`src/rtl/mux_sched_pkg.sv`:
```
// mux_sched_pkg: shared state encoding, limits and width helper for the 32:1 mux scheduler
package mux_sched_pkg;

    typedef enum logic {IDLE, GRANT} state_t;

    localparam int K_MAX = 32;

    function automatic int clog2(input int n);
        int r = 0;
        for (int v = n - 1; v > 0; v = v >> 1) r++;
        return r;
    endfunction

endpackage

```
`src/rtl/rr_pick.sv`:
```
// rr_pick: combinational rotate-priority encoder, first set req at or after ptr (wrapping)
//   req   in  K      request vector
//   ptr   in  SEL_W  highest-priority index
//   found out 1      any request set
//   idx   out SEL_W  winning index, always < K
module rr_pick
    import mux_sched_pkg::*;
#(
    parameter int K     = 32,
    parameter int SEL_W = clog2(K)
) (
    input  logic [K-1:0]     req,
    input  logic [SEL_W-1:0] ptr,
    output logic             found,
    output logic [SEL_W-1:0] idx
);

    localparam logic [SEL_W:0] KW = (SEL_W + 1)'(K);

    logic [K-1:0]     rot;
    logic [K-1:0]     low;
    logic [SEL_W-1:0] pos;
    logic [SEL_W:0]   sum;

    // Doubling req lets a plain right shift rotate ptr down to bit 0.
    assign rot   = K'({req, req} >> ptr);
    assign low   = rot & (~rot + 1'b1);
    assign found = |req;

    always_comb begin
        pos = '0;
        for (int i = 0; i < K; i++) pos = pos | (low[i] ? SEL_W'(i) : '0);
    end

    // Undo the rotation: position in rotated space plus ptr, modulo K.
    assign sum = {1'b0, pos} + {1'b0, ptr};
    assign idx = SEL_W'(sum >= KW ? sum - KW : sum);

endmodule

```
`src/rtl/mux32_rr_scheduler.sv`:
```
// mux32_rr_scheduler: round-robin burst scheduler driving the select of a 32:1 mux
//   clk       in  1      rising-edge clock
//   rst_n     in  1      asynchronous active-low reset
//   en        in  1      allow new arbitration
//   req       in  K      level-sensitive requests
//   out_ready in  1      consumer accepts current beat
//   out_valid out 1      beat offered, sel/grant valid
//   sel       out SEL_W  mux select
//   grant     out K      one-hot of sel while out_valid
//   last      out 1      final beat of current burst
//   busy      out 1      FSM not idle
module mux32_rr_scheduler
    import mux_sched_pkg::*;
#(
    parameter int K     = 32,
    parameter int SEL_W = clog2(K),
    parameter int BURST = 4
) (
    input  logic             clk,
    input  logic             rst_n,
    input  logic             en,
    input  logic [K-1:0]     req,
    input  logic             out_ready,
    output logic             out_valid,
    output logic [SEL_W-1:0] sel,
    output logic [K-1:0]     grant,
    output logic             last,
    output logic             busy
);

    localparam logic [3:0] LAST_BEAT = 4'(BURST - 1);

    state_t           state;
    logic [SEL_W-1:0] ptr;
    logic [SEL_W-1:0] nxt;
    logic [SEL_W-1:0] pick_ptr;
    logic [SEL_W-1:0] idx;
    logic [3:0]       beat_cnt;
    logic             found;
    logic             rel;

    assign nxt      = (sel == SEL_W'(K - 1)) ? '0 : sel + 1'b1;
    // In GRANT the next winner is searched from the post-release pointer so it can load on the same edge.
    assign pick_ptr = (state == GRANT) ? nxt : ptr;
    assign rel      = beat_cnt == LAST_BEAT || !req[sel] || !en;
    assign last     = out_valid && rel;
    assign busy     = state != IDLE;

    rr_pick #(.K(K), .SEL_W(SEL_W)) u_pick (
        .req  (req),
        .ptr  (pick_ptr),
        .found(found),
        .idx  (idx)
    );

    always_ff @(posedge clk or negedge rst_n) begin
        if (!rst_n) begin
            state     <= IDLE;
            out_valid <= 1'b0;
            sel       <= '0;
            grant     <= '0;
            ptr       <= '0;
            beat_cnt  <= '0;
        end else if (state == IDLE) begin
            if (en && found) begin
                state     <= GRANT;
                out_valid <= 1'b1;
                sel       <= idx;
                grant     <= {{(K-1){1'b0}}, 1'b1} << idx;
                beat_cnt  <= '0;
            end
        end else if (out_ready) begin
            if (!rel) begin
                beat_cnt <= beat_cnt + 1'b1;
            end else begin
                ptr      <= nxt;
                beat_cnt <= '0;
                if (en && found) begin
                    sel   <= idx;
                    grant <= {{(K-1){1'b0}}, 1'b1} << idx;
                end else begin
                    state     <= IDLE;
                    out_valid <= 1'b0;
                    grant     <= '0;
                end
            end
        end
    end

endmodule

```
`config.mk`:
```
export PLATFORM = sky130hd
export DESIGN_NAME = mux32_rr_scheduler
export DESIGN_NICKNAME = d
export VERILOG_FILES = /design/src/rtl/mux_sched_pkg.sv /design/src/rtl/rr_pick.sv /design/src/rtl/mux32_rr_scheduler.sv
export SDC_FILE = /design/constraint.sdc
export NUM_CORES = 1
export LEC_CHECK = 0
export ABC_AREA = 0
export CAP_MARGIN = 20
export CORE_ASPECT_RATIO = 1.75
export CORE_MARGIN = 2
export CORE_UTILIZATION = 40
export CTS_CLUSTER_SIZE = 20
export DETAILED_ROUTE_END_ITERATION = 12
export GPL_TIMING_DRIVEN = 0
export REMOVE_ABC_BUFFERS = 1
export SLEW_MARGIN = 10
export SYNTH_ARGS = -nofsm -noshare
export SYNTH_HDL_FRONTEND = slang
export SYNTH_SLANG_ARGS = --single-unit
export TNS_END_PERCENT = 20
```
`constraint.sdc`:
```
create_clock -name clk -period 6.9 [get_ports clk]
set_clock_uncertainty 0.15 [all_clocks]
set_input_delay 1.38 -clock clk [delete_from_list [all_inputs] [get_ports clk]]
set_output_delay 1.38 -clock clk [all_outputs]
set_load 0.005 [all_outputs]
```
==> results of run 1 <==
==> sequential cells by signal (all words and copies together) (netlist names) <==
register   count
beat_cnt       4
sel            5
busy           1
out_valid      1
grant         32
ptr            5
==> cells in the mapped netlist, drive strengths merged (4+ instances only) <==
master   number
a211oi        6
a21o          4
a21oi         9
a22oi        68
a31oi         6
a32oi        10
and2         13
and3          4
and4          5
buf          23
clkbuf       26
dfrtp        48
ha            7
inv           7
mux2          7
mux2i        38
mux4         12
nand2       120
nand2b       10
nand3        85
nand3b        4
nand4        21
nor2         33
nor3          8
nor4         10
o2111ai       4
o211ai       40
o21a          4
o21ai        17
o22a          4
o22ai         7
xnor2         7
==> cell families (layout without fill, tap and decap cells) <==
logic type	after synthesis	in the layout	synth area share, %
adder cells (fa/ha/maj)	8	8	1.88
XOR/XNOR	10	10	1.53
AO/OA/AOI/OAI	211	211	30.2
buffers and inverters	56	123	4.69
flip-flops	48	48	20.9
multiplexers	57	57	12.8
AND/OR/NAND/NOR	328	328	27.9
==> cell type report <==
cell class / count / area share (%)
Clock inverter: 2 / 0.541
Timing Repair inverter: 1 / 0.0699
Tap cell: 177 / 3.09
Multi-Input combinational cell: 614 / 62.0
Sequential cell: 48 / 16.8
Clock buffer: 6 / 1.94
Timing Repair Buffer: 107 / 15.1
Inverter: 7 / 0.419
==> path summary, 6_finish.rpt <==
check | startpoint | end | slack (ns) | cells past startpoint
worst max register to register | sel[0] | grant[30] | 0.32 | 23
worst min register to register | ptr[3] | ptr[3] | 0.33 | 2
min in group asynchronous | rst_n | beat_cnt[2] | 0.83 | 1
worst max-delay path | req[2] | grant[16] | 0.25 | 17
max in group asynchronous | rst_n | sel[1] | 5.24 | 2
worst min-delay path | ptr[3] | ptr[3] | 0.33 | 2
==> timing repair <==
item,in CTS,in global routing
pin swaps,1,5
hold buffers,0,0
setup endpoints to repair,34,33
setup buffers,7,13
cloned,1,0
gates resized for setup,12,17
==> critical path, cell delays in order <==
cell	delay (ns)
clkdlybuf4s50_1	0.48
mux2i_1	0.56
a22oi_1	0.28
a22oi_1	0.47
nand2_1	0.16
a32oi_1	0.42
nand3_1	0.28
nor3_4	0.38
a41oi_1	0.30
nand4_1	0.32
ha_1	0.28
a21o_1	0.16
a21oi_1	0.29
xor2_2	0.33
nand3_1	0.19
or3_1	0.34
o211ai_1	0.08
==> per-layer routing <==
layer	vias up	track usage [%]
met4	0	18.3
met1	3177	30.7
met3	89	1.99
met5	-	0
met2	307	53.6
li1	2955	-
==> stage by stage <==
| stage | hold WS [ns] | cells | setup slack, ns | cell area, um^2 | TNS (ns) |
|---|---|---|---|---|---|
| 2_1_floorplan | 0.291 | 669 | -0.268 | 5490 | -4.71 |
| 3_3_place_gp | 0.310 | 921 | -2.97 | 6470 | -96.77 |
| 3_5_place_dp | 0.314 | 932 | -1.05 | 6700 | -27.12 |
| 4_1_cts | 0.330 | 948 | 0.0156 | 6980 | 0 |
| 5_1_grt | 0.360 | 962 | -0.00943 | 7160 | -0.0130 |
| 6_report | 0.333 | 962 | 0.250 | 7160 | 0 |
==> flow_summary.ini, run 1 <==
[cts]
path_clk_slew_ns = 0.07
cts_tree = done
clkLatencyLatePin_ns = 0.30
root_buffer = clkbuf_16
numCtsBuffers = 5
clock-sinks = 48
clockBufferDepth = 2
htree_levels = 2

[detailed_routing]
vias = 6528
routed-wl-met2_mm = 11.8
m1WireLength_mm = 7.75
dr.first_iter.drc_count = 509
drc = 0
top_layer_used = met4
drt_wl_total_mm = 22.2
wl_per_cell_um = 23.1
ant_nets = 0
dr_wl_met3_um = 989
dr.pass1.iters = 8
routed_via_density = 6.79

[synth]
synth_edf_count = 0
synth_cell_types = 70
synth_warnings = 0
yosysSeqAreaShare_pct = 20.9
synth_area_leaders = dfrtp_1, a22oi_1, nand2_1
synth-seq-cells = 48
syn_area_per_cell_um2 = 7.99
ys_async_sr_fraction_pct = 100
synth_top_area_cell = dfrtp_1
synthCells = 718
synthFlopType = dfrtp_1
synth_top_area_share_pct = 20.9
syn_area_mm2 = 0.00574

[critical_path]
critPathMaxFanout = 7
endpoint_kind = flop
critical_path_required_ns = 6.96
start_kind = input pin
critPathArrivalTime_ns = 6.71
crit_type = in -> reg

[place]
gp_congestion = 1.03
place_hpwl_mm = 17.1
numPortBuffers = 75

[finish]
final_common_cell = nand2_1
fin_nets = 828
final_util_pct = 51.2
synthToLayoutAreaGrowth_pct = 24.9
antenna-diode-count = 0
n_fill_cell = 1383
multi_input_comb_area_mm2 = 0.00444
most-common-layout-cells = nand2_1, nand3_1, clkdlybuf4s50_1
drive_above_1_share_pct = 16.7
regArea_mm2 = 0.00120

[floorplanning]
rows = 57
start_util_pct = 41.0
dieWidth_um = 94.5
io_pins = 76
die-area_mm2 = 0.0154
die_h_um = 162
coreArea_mm2 = 0.0140

[timing]
finalCritPeriodShare_pct = 96.4
max_freq_ghz = 0.150
setup-violations-final = 0
worst-slew-pin-transition_ns = 0.964
period_needed_ns = 6.65
drv_slew = 0
rsz0062_at_grt = true
hold_violations = 0
relSlewSlack_pct = 35.7

[flow_run]
max_cap_violations = 0

[global_route]
grtUsageTotal_pct = 28.9
grt-ovfl-total = 0
grt_pass1_vias = 6260
grt_pass1_wl_mm = 34.1
antenna_found_initial = 0
grt_max_degree = 38

[outcome]
outcome = finished clean

[worst_hold_path]
hp-class = reg -> reg
Power of run 1 is not shown: default switching activity piles up to over one toggle a cycle in this logic, so the estimate is an artifact.
==> run 2: changes to the inputs <==
PLACE_DENSITY_LB_ADDON = 0.08   (was unset)
==> flow_summary.ini, run 2 (same netlist as run 1, synthesis figures left out) <==
[finish]
stdcell_count = 956
largest_reg_flops = 32
regArea_mm2 = 0.00120
fin_nets = 822
synthToLayoutAreaGrowth_pct = 25.2
final_area_mm2 = 0.00718
top_register = grant
multi_input_comb_area_mm2 = 0.00449
final_common_cell = nand2_1
n_fill_cell = 1411
top_regs = grant x32, ptr x5, sel x5
most-common-layout-cells = nand2_1, nand3_1, clkdlybuf4s50_1
antenna-diode-count = 0
drive_above_1_share_pct = 15.8

[critical_path]
critical_path.slowest_cell = or4_1
critPathMaxFanout = 24
endpoint_kind = flop
path_delay_family = simple AND/OR/NAND/NOR gates
reg2regPathDepth = 20
worst_path_largest_cell_delay_ns = 0.68
cp_num_cells = 20
critPathArrivalTime_ns = 6.75
start_kind = flop
path_buf_inv = 1
crit_path_frequent_cell = ha_1
critical_path_required_ns = 6.96
cp_cell_sequence = ha_1 -> and3_1 -> ha_1 -> or2_2 -> o22ai_4 -> buf_8 -> a22oi_1 -> and2_1 -> mux4_2 -> a41oi_2 -> nand4_2 -> or4_1 -> o21a_1 -> o2111ai_1 -> ha_1 -> a21oi_1 -> xor2_1 -> nand3_1 -> or3_1 -> o211ai_1
crit_type = reg -> reg

[detailed_routing]
vias = 6446
dr.first_iter.drc_count = 442
wl_per_cell_um = 24.2
dr.pass1.iters = 6
ant_nets = 0
routed_via_density = 6.74
drt_wl_total_mm = 23.1
drc = 0

[timing]
drv_slew = 0
setup-violations-final = 0
max_freq_ghz = 0.149
worst_slack_ns = 0.207
tns_ns = 0
relSlewSlack_pct = 26.7
rsz0062_at_grt = true
finalCritPeriodShare_pct = 97.0
hold_violations = 0
period_needed_ns = 6.69
worst-slew-pin-transition_ns = 1.10

[global_route]
grt_max_degree = 38
grtUsageTotal_pct = 30.0
grt-ovfl-total = 0
grt_pass1_vias = 6398
antenna_found_initial = 0
grt_pass1_wl_mm = 35.5

[floorplanning]
io_pins = 76
dieWidth_um = 94.5
rows = 57
start_util_pct = 41.0
coreArea_mm2 = 0.0140
die-area_mm2 = 0.0154
die_h_um = 162

[cts]
numCtsBuffers = 5
clkLatencyLatePin_ns = 0.29
clockBufferDepth = 2
htree_levels = 2
cts-hold-fix-buffers = 0
clock-sinks = 48
root_buffer = clkbuf_16
cts_tree = done
path_clk_slew_ns = 0.07

[worst_hold_path]
hold_path_depth = 2
hp-class = reg -> reg

[place]
numPortBuffers = 75
place_hpwl_mm = 17.9
place_ws_ns = -1.22
dp.cells = 932
gp_congestion = 0.984
placed_area_mm2 = 0.00670

[outcome]
outcome = finished clean

[flow_run]
max_cap_violations = 0
-- run 2: final cells by class --
class	instances	share of cell area (%)
clock inverter	2	0.540
sequential	48	16.8
clock buffer	6	1.93
timing repair buffer	100	14.7
multi-input combinational	615	62.5
tap	177	3.08
inverter	7	0.418
timing repair inverter	1	0.0697
-- run 2: timing repair --
action | 4_1_cts | 5_1_grt
pin swaps | 1 | 1
gates resized for setup | 13 | 20
gates cloned | 1 | 1
buffers inserted | 5 | 9
endpoints found under the setup margin | 35 | 33
-- run 2: path summary, 6_finish.rpt --
check	endpoint	slack (ns)	from
min reg2reg	grant[31]	0.34	grant[31]
max reg2reg	grant[16]	0.21	sel[0]
min	grant[31]	0.34	grant[31]
max	grant[16]	0.21	sel[0]
max in group asynchronous	grant[4]	5.18	rst_n
min in group asynchronous	beat_cnt[2]	0.89	rst_n
-- run 2: through the flow --
step / util [%] / hold slack [ns]
CTS: 50.0 / 0.346
finish: 51.4 / 0.337
global route: 51.4 / 0.362
global placement: 46.3 / 0.309
detailed placement: 48.0 / 0.327
floorplan: - / 0.291
-- run 2: layer usage --
layer	global-route usage, %	vias up	wire length [um]
li1	-	2948	-
met1	32.1	3104	8120
met2	54.3	297	12000
met3	1.90	97	1000
met4	21.7	0	2020
met5	0	-	0
-- run 2: worst min-delay path, delay by kind of cell (launching register included) --
kind / cells / cell delay [ns]
and+or+nand+nor: 1 / 0.06
AOI/OAI and AO/OA: 1 / 0.05
DFF: 1 / 0.34
Power of run 2 is left out for the same reason.
==> run 3: changes to the inputs <==
REMOVE_ABC_BUFFERS = unset   (was 1)
SKIP_CTS_REPAIR_TIMING = 1   (was unset)
==> flow_summary.ini, run 3 (same netlist as run 1, synthesis figures left out) <==
[flow_run]
max_cap_violations = 0

[cts]
clock-sinks = 48
clkLatencyLatePin_ns = 0.31
clockBufferDepth = 2
numCtsBuffers = 5
htree_levels = 2
cts_tree = done
path_clk_slew_ns = 0.07
root_buffer = clkbuf_16

[detailed_routing]
ant_nets = 0
dr.pass1.iters = 10
drt_wl_total_mm = 26.1
routed_via_density = 6.98
drc = 1
vias = 6861
dr.first_iter.drc_count = 744
wl_per_cell_um = 26.6

[finish]
largest_reg_flops = 32
drive_above_1_share_pct = 16.7
antenna-diode-count = 0
top_register = grant
fin_nets = 849
most-common-layout-cells = nand2_1, nand3_1, clkdlybuf4s50_1
synthToLayoutAreaGrowth_pct = 25.2
final_common_cell = nand2_1
final_area_mm2 = 0.00718
n_fill_cell = 1383
top_regs = grant x32, ptr x5, sel x5

[global_route]
grt_pass1_wl_mm = 38.8
grt_max_degree = 30
grt-ovfl-total = 0
grt_pass1_vias = 6849
grtUsageTotal_pct = 33.7
antenna_found_initial = 0

[timing]
tns_ns = -0.0164
hold-worst-slack_ns = 0.337
finalCritPeriodShare_pct = 100
period_needed_ns = 6.92
hold_violations = 0
drv_slew = 0
worst_slack_ns = -0.0164
relSlewSlack_pct = 45.9
worst-slew-pin-transition_ns = 0.789
max_freq_ghz = 0.145
setup-violations-final = 1

[worst_hold_path]
hp-class = reg -> reg

[floorplanning]
rows = 57
dieWidth_um = 94.5
io_pins = 76
die-area_mm2 = 0.0154
start_util_pct = 41.0
coreArea_mm2 = 0.0140
die_h_um = 162

[critical_path]
critical_path_required_ns = 6.98
critical_path.slowest_cell = a2111oi_0
critPathArrivalTime_ns = 6.99
endpoint_kind = flop
cp_cell_sequence = clkdlybuf4s50_1 -> mux2i_1 -> a22oi_1 -> and2_1 -> mux4_2 -> a41oi_2 -> nand4_2 -> a2111oi_0 -> a211oi_1 -> nand4_1 -> ha_1 -> a21o_1 -> a21oi_1 -> xor2_2 -> nor4_2 -> nand2_1 -> o211ai_2
path_buf_inv = 1
path_delay_family = compound AO/OA/AOI/OAI gates
start_kind = input pin
critPathMaxFanout = 6
crit_type = in -> reg
worst_path_largest_cell_delay_ns = 0.63

[place]
gp_congestion = 1.08
place_hpwl_mm = 21.1
numPortBuffers = 75
placed_area_mm2 = 0.00672

[outcome]
violations = DRC, setup timing
outcome = finished with violations

[synth]
syn_nets = 762
## run 3: cell count changes in the layout (fill, tap and decap cells not counted), moves of 3 or more
cell and delta:
buf_1 +3, buf_2 +12, buf_4 -9, buf_6 +4, buf_8 -5, clkbuf_1 +20, clkbuf_2 +7, mux2i_1 -10
mux2i_2 +11
## run 3: path summary, 6_finish.rpt
path                            slack, ns          end  startpoint  depth (start not counted)
worst max-delay path                -0.02    grant[12]      req[4]                         17
worst min-delay path                 0.34       ptr[2]      ptr[2]                          2
max in group asynchronous            5.19    grant[23]       rst_n                          2
worst max register to register       0.07    grant[12]      sel[0]                         19
worst min register to register       0.34       ptr[2]      ptr[2]                          2
min in group asynchronous            0.87  beat_cnt[0]       rst_n                          1
## run 3: worst reg2reg max path, cell delays in order, from the launching register on
cell and delay (ns):
dfrtp_1 0.43, ha_1 0.33, mux2i_2 0.46, buf_6 0.26, mux2i_1 0.56, a22oi_1 0.39
and2_1 0.27, mux4_2 0.54, a41oi_2 0.25, nand4_2 0.22, a2111oi_0 0.63, a211oi_1 0.14
nand4_1 0.23, ha_1 0.29, a21o_1 0.16, a21oi_1 0.34, xor2_2 0.21, nor4_2 0.57
nand2_1 0.17, o211ai_2 0.16
## run 3: final cells by class
type / instances / area (um^2) / share of cell area, %
Sequential cell: 48 / 1200 / 16.7
Multi-Input combinational cell: 614 / 4480 / 62.4
Buffer: 49 / 253 / 3.52
Clock buffer: 5 / 125 / 1.74
Timing Repair Buffer: 80 / 808 / 11.3
Inverter: 7 / 26.3 / 0.366
Tap cell: 177 / 221 / 3.08
Clock inverter: 3 / 68.8 / 0.958
## run 3: metal layers
metal,vias to the layer above,track usage [%],wire (um)
li1,3000,-,-
met4,0,31.2,2700
met1,3323,32.7,8540
met3,136,3.19,1180
met2,402,60.6,13700
met5,-,0,0
## run 3: stage by stage
stage / worst slack, ns / utilization [%] / std cells
2_1_floorplan: 1.08 / - / 718
6_report: -0.0164 / 51.4 / 983
3_5_place_dp: -0.554 / 48.1 / 971
3_3_place_gp: -0.463 / 48.0 / 970
4_1_cts: -0.515 / 49.5 / 979
5_1_grt: -0.0421 / 51.4 / 983
Power of run 3 is left out for the same reason.
